--- src/rtl/mips_fetch_pkg.sv ---
// Shared fetch-stage definitions: reset/exception vectors,
// fetch sequencer state encoding and IM address width helper.
package mips_fetch_pkg;

    localparam logic [31:0] RESET_PC_DEF = 32'h0000_3000;
    localparam logic [31:0] EXC_VEC_DEF  = 32'h0000_4180;
    localparam int          IM_WORDS_DEF = 1024;

    typedef enum logic [1:0] {
        BOOT  = 2'd0,
        RUN   = 2'd1,
        HOLD  = 2'd2,
        FAULT = 2'd3
    } fetch_state_t;

    function automatic int im_aw(input int words);
        return (words > 1) ? $clog2(words) : 1;
    endfunction

endpackage

--- src/rtl/pc_range_check.sv ---
// Flags an address that is misaligned or outside a word-addressed
// memory window starting at BASE; wraps below BASE count as outside.
module pc_range_check
    import mips_fetch_pkg::*;
#(
    parameter logic [31:0] BASE  = RESET_PC_DEF,
    parameter int          WORDS = IM_WORDS_DEF
) (
    input  logic [31:0] addr,
    output logic        misaligned,
    output logic        out_of_range
);

    localparam logic [31:0] LIMIT = 32'(WORDS) << 2;

    assign misaligned   = |addr[1:0];
    assign out_of_range = (addr - BASE) >= LIMIT;

endmodule

--- src/rtl/fetch_sequencer.sv ---
// Instruction-fetch PC sequencer: owns the PC, applies redirects,
// stalls and exceptions, and qualifies/flushes the IF/ID register.
module fetch_sequencer
    import mips_fetch_pkg::*;
#(
    parameter logic [31:0] RESET_PC = RESET_PC_DEF,
    parameter int          IM_WORDS = IM_WORDS_DEF,
    parameter logic [31:0] EXC_VEC  = EXC_VEC_DEF
) (
    input  logic                       clk,
    input  logic                       reset,
    input  logic                       stall,
    input  logic                       redir_valid,
    input  logic [31:0]                redir_pc,
    input  logic                       exc_req,
    output logic [31:0]                pc,
    output logic [31:0]                pc4,
    output logic [im_aw(IM_WORDS)-1:0] im_addr,
    output logic                       fetch_valid,
    output logic                       flush,
    output logic                       fault
);

    localparam int AW = im_aw(IM_WORDS);

    fetch_state_t state, state_n;
    logic [31:0]  pend, pend_n, pc_n;
    logic         flush_n, chk_en;
    logic         mis, oor, bad;

    assign pc4     = pc + 32'd4;
    assign im_addr = AW'((pc - RESET_PC) >> 2);

    assign fetch_valid = (state == RUN || state == HOLD)
                         && !stall && !fault;

    always_comb begin
        state_n = state;
        pc_n    = pc;
        pend_n  = pend;
        flush_n = 1'b0;
        chk_en  = 1'b0;
        unique case (state)
            BOOT: state_n = RUN;
            RUN: begin
                if (exc_req) begin
                    pc_n    = EXC_VEC;
                    flush_n = 1'b1;
                end else if (redir_valid && !stall) begin
                    pc_n    = redir_pc;
                    flush_n = 1'b1;
                    chk_en  = 1'b1;
                end else if (redir_valid) begin
                    pend_n  = redir_pc;
                    state_n = HOLD;
                end else if (!stall) begin
                    pc_n    = pc4;
                    chk_en  = 1'b1;
                end
            end
            HOLD: begin
                if (exc_req) begin
                    pc_n    = EXC_VEC;
                    flush_n = 1'b1;
                    state_n = RUN;
                end else if (stall) begin
                    if (redir_valid) pend_n = redir_pc;
                end else begin
                    // a redirect arriving as the stall lifts is the newer one
                    pc_n    = redir_valid ? redir_pc : pend;
                    flush_n = 1'b1;
                    chk_en  = 1'b1;
                    state_n = RUN;
                end
            end
            FAULT: ;
            default: ;
        endcase
    end

    // exception vector lives outside IM, so it is never range-checked
    pc_range_check #(
        .BASE  (RESET_PC),
        .WORDS (IM_WORDS)
    ) u_chk (
        .addr         (pc_n),
        .misaligned   (mis),
        .out_of_range (oor)
    );

    assign bad = chk_en && (mis || oor);

    always_ff @(posedge clk or negedge reset) begin
        if (!reset) begin
            state <= BOOT;
            pc    <= RESET_PC;
            pend  <= '0;
            flush <= 1'b0;
            fault <= 1'b0;
        end else begin
            pc   <= pc_n;
            pend <= pend_n;
            if (bad) begin
                state <= FAULT;
                fault <= 1'b1;
                flush <= 1'b0;
            end else begin
                state <= state_n;
                flush <= flush_n;
            end
        end
    end

endmodule

--- config.mk ---
export PLATFORM = sky130hd
export DESIGN_NAME = fetch_sequencer
export DESIGN_NICKNAME = d
export VERILOG_FILES = /design/src/rtl/mips_fetch_pkg.sv /design/src/rtl/pc_range_check.sv /design/src/rtl/fetch_sequencer.sv
export SDC_FILE = /design/constraint.sdc
export NUM_CORES = 1
export LEC_CHECK = 0
export ABC_CLOCK_PERIOD_IN_PS = 4100
export CAP_MARGIN = 5
export CORE_MARGIN = 3
export CORE_UTILIZATION = 40
export CTS_CLUSTER_DIAMETER = 200
export CTS_CLUSTER_SIZE = 24
export DETAILED_ROUTE_END_ITERATION = 8
export GPL_ROUTABILITY_DRIVEN = 0
export PLACE_DENSITY = 0.66
export SLEW_MARGIN = 20
export SYNTH_ARGS = -nofsm -noshare
export SYNTH_HDL_FRONTEND = slang
export SYNTH_SLANG_ARGS = --single-unit
--- constraint.sdc ---
create_clock -name clk -period 4.1 [get_ports clk]
set_input_delay 0.615 -clock clk [delete_from_list [all_inputs] [get_ports clk]]
set_output_delay 0.615 -clock clk [all_outputs]
set_load 0.005 [all_outputs]
==> out/metrics.cfg, run 1 <==
[synthesis]
synth_ff_type=dfrtp_1
synth_edf_count=0
syn_avg_cell_area_sq_um=8.917
yosysMostFrequentCell=dfrtp_1
seq_area_frac_synth_pct=33.65
syn_nets=609
synth_xor_area_share_pct=4.496
synth_simple_gate_area_share_pct=21.02
synthTopCellsByArea=dfrtp_1 (33%), mux2_2 (8.7%), xnor2_1 (3.1%)
synth-adder-area-share_pct=0.9881
ys_warn_count=0
synth_top_family_by_area=simple AND/OR/NAND/NOR gates
yosys.area.top_type=dfrtp_1
synthMuxAreaShare_pct=11.24
yosysUniqueCellTypes=81
ys_async_sr_fraction_pct=100.0
synth_compound_area_share_pct=20.90
synth_area_sq_um=5065
synthCells=568
synth_common_cells=dfrtp_1 (66), mux2_2 (39), nor2_1 (36)
netlist.area_leader.share_pct=32.61
ys_seq_elements=68

[pwr]
power_density_nw_per_um2=704.4
vdd_drop_max_mv=0.3442
p_leak_nw=2.652

[drt]
firstDrtPassIters=5
wirelength_mm=18.13
initialDrtViolationCount=497
final_antenna_net_count=0
avgViaCountPerCell=6.217
drc=0
wl_per_cell_microns=21.53
num_vias=5235

[clock_network]
clock_path_buffers=2
holdBufCountCts=0
cts_tree=done
clockRootBuffer=clkbuf_16
cts_resized=0
insertion_delay_ns=0.34
numCtsBuffers=9
cts.sinks=68
path_clk_slew_ns=0.06
cts_setup_buffers=0
cts_max_level=3

[final_layout]
fin_nets=711
syn2layout_area_growth_pct=31.50
finalInstanceArea_sq_um=6660
drive_gt1_share_pct=17.51
num_antenna_cells=0

[timing]
rsz0062_at_grt=no
finalCriticalPeriod_ns=3.812
fmax_mhz=262.3
setup_violations=0
hold_ws_ns=0.3469
fin_skew_ns=0.01012
post-route-period-util_pct=92.99
setup_tns_ns=0
maxSlewHeadroom_pct=49.22
worstMarginPinSlew_ns=0.7617
hold_violations=0
maxSlewViolCount=0

[die]
core-area_sq_um=12210
die_area_sq_um=14050
die_h_microns=118.5
rows=40
start_util_pct=41.48
ioPinCount=114
die_x_microns=118.5

[job]
maxCapViolCount=0

[global_routing]
grt_pass1_wl_mm=28.59
antenna_found_initial=0
track_usage_pct=25.43
grt_max_degree=30
grt_pass1_vias=5158
overflow=0

[worst_setup_path]
cpMaxStageDelayCell=or3_1
cp.arrival_ns=3.20
crit_path_end_kind=output port
path_class=reg -> out
critPathMaxFanout=9
cp_cell_sequence=ha_1 > nand3_2 > or3_1 > or2_0 > or3_1 > nand2_1 > clkdlybuf4s50_1
cp.required_ns=3.48
crit_family=simple AND/OR/NAND/NOR gates
cpMostUsedCell=or3_1
worst_path_largest_cell_delay_ns=0.53
cp-start-kind=flip-flop
critical_path_buf_inv_count=1

[place]
place_hpwl_mm=13.28
postPlaceCellArea_sq_um=6335
port_buffers=113

[status]
status=complete, no violations

[hold_path]
hp-class=in -> async

==> placed cells by master, fill, tap and decap left out, types with 12 or more instances in the layout <==
cell,Yosys,routed
xnor2_1,18,18
clkdlybuf4s50_1,0,111
nand3_1,18,18
nor4_1,12,12
dfrtp_1,66,66
a21oi_1,31,31
nor3_1,20,20
inv_1,18,18
mux2i_1,13,13
nand2_1,33,33
nor2_1,36,35
mux2_2,39,39
buf_4,16,34
o21ai_0,26,26
==> layout make-up <==
| class | instances | area (sq um) |
|---|---|---|
| Inverter | 19 | 71.32 |
| Fill cell | 1149 | 5552 |
| Sequential cell | 68 | 1704 |
| Multi-Input combinational cell | 425 | 2973 |
| Tap cell | 168 | 210.2 |
| Timing Repair Buffer | 147 | 1376 |
| Clock buffer | 11 | 252.7 |
| Clock inverter | 4 | 72.57 |
==> metrics by stage <==
step	setup WS, ns	util [%]	cells	power, mW
finish	0.2876	54.54	842	4.691
global route	0.1549	54.54	842	4.947
CTS	0.3111	54.54	842	4.661
detailed placement	0.2253	51.88	827	3.775
global placement	0.3788	51.88	827	3.726
floorplan	0.9807	-	568	2.704
==> metal layers <==
layer	GRT usage, %	share of wire (%)	vias up
li1	-	-	2330
met1	35.18	42	2510
met2	38.58	45	339
met3	4.498	9.3	56
met4	11.88	3.5	0
met5	0	0	-
==> worst reg2reg max path: cells and delay by family (launching register included) <==
family	cells	cell delay, ns
adders and majority gates	1	0.43
AOI/OAI and AO/OA	4	1.48
DFF	1	0.39
buffers and inverters	2	0.36
and+or+nand+nor	4	0.70
muxes	1	0.17
==> cells by family after synthesis <==
kind of cell	count (synthesis)
buffers and inverters	75
AO/OA/AOI/OAI	151
AND/OR/NAND/NOR	192
adder cells (fa/ha/maj)	4
XOR/XNOR	26
multiplexers	52
flip-flops	68
==> worst paths after layout <==
check	slack, ns	end	depth (start not counted)	start
setup / recovery	0.29	pc4[30]	7	pc[2]
hold / removal	0.35	pend[18]	1	reset
setup reg to reg	0.47	fault	12	state[0]
hold reg to reg	0.50	pend[11]	1	pend[11]
max in group asynchronous	2.84	pc[12]	2	reset
min in group clk	0.50	pend[11]	1	pend[11]
==> power by group <==
group          switching (mW)  internal [mW]
Clock                   0.304          0.561
Combinational            1.15           1.27
Sequential              0.433          0.976
Total                    1.89           2.81
==> sequential cells by signal, summed over array words and instances (netlist names) <==
name / flops
flush: 1
pend: 32
state: 2
fault: 1
pc: 32
No activity file was read; power rests on OpenSTA's default activity.
==> run 2, diff against run 1 <==
--- a/config.mk
+++ b/config.mk
@@ -6,7 +6,7 @@
 export NUM_CORES = 1
 export LEC_CHECK = 0
 export ABC_CLOCK_PERIOD_IN_PS = 4100
-export CAP_MARGIN = 5
+export CAP_MARGIN = 25
 export CORE_MARGIN = 3
 export CORE_UTILIZATION = 40
 export CTS_CLUSTER_DIAMETER = 200
==> results of run 2 <==
Same layout as run 1: the final DEF is identical, and so are final timing and power.
==> run 3, diff against run 2 <==
--- a/config.mk
+++ b/config.mk
@@ -18,3 +18,4 @@
 export SYNTH_ARGS = -nofsm -noshare
 export SYNTH_HDL_FRONTEND = slang
 export SYNTH_SLANG_ARGS = --single-unit
+export TNS_END_PERCENT = 30
==> results of run 3 <==
Same layout as run 1: the final DEF is identical, and so are final timing and power.
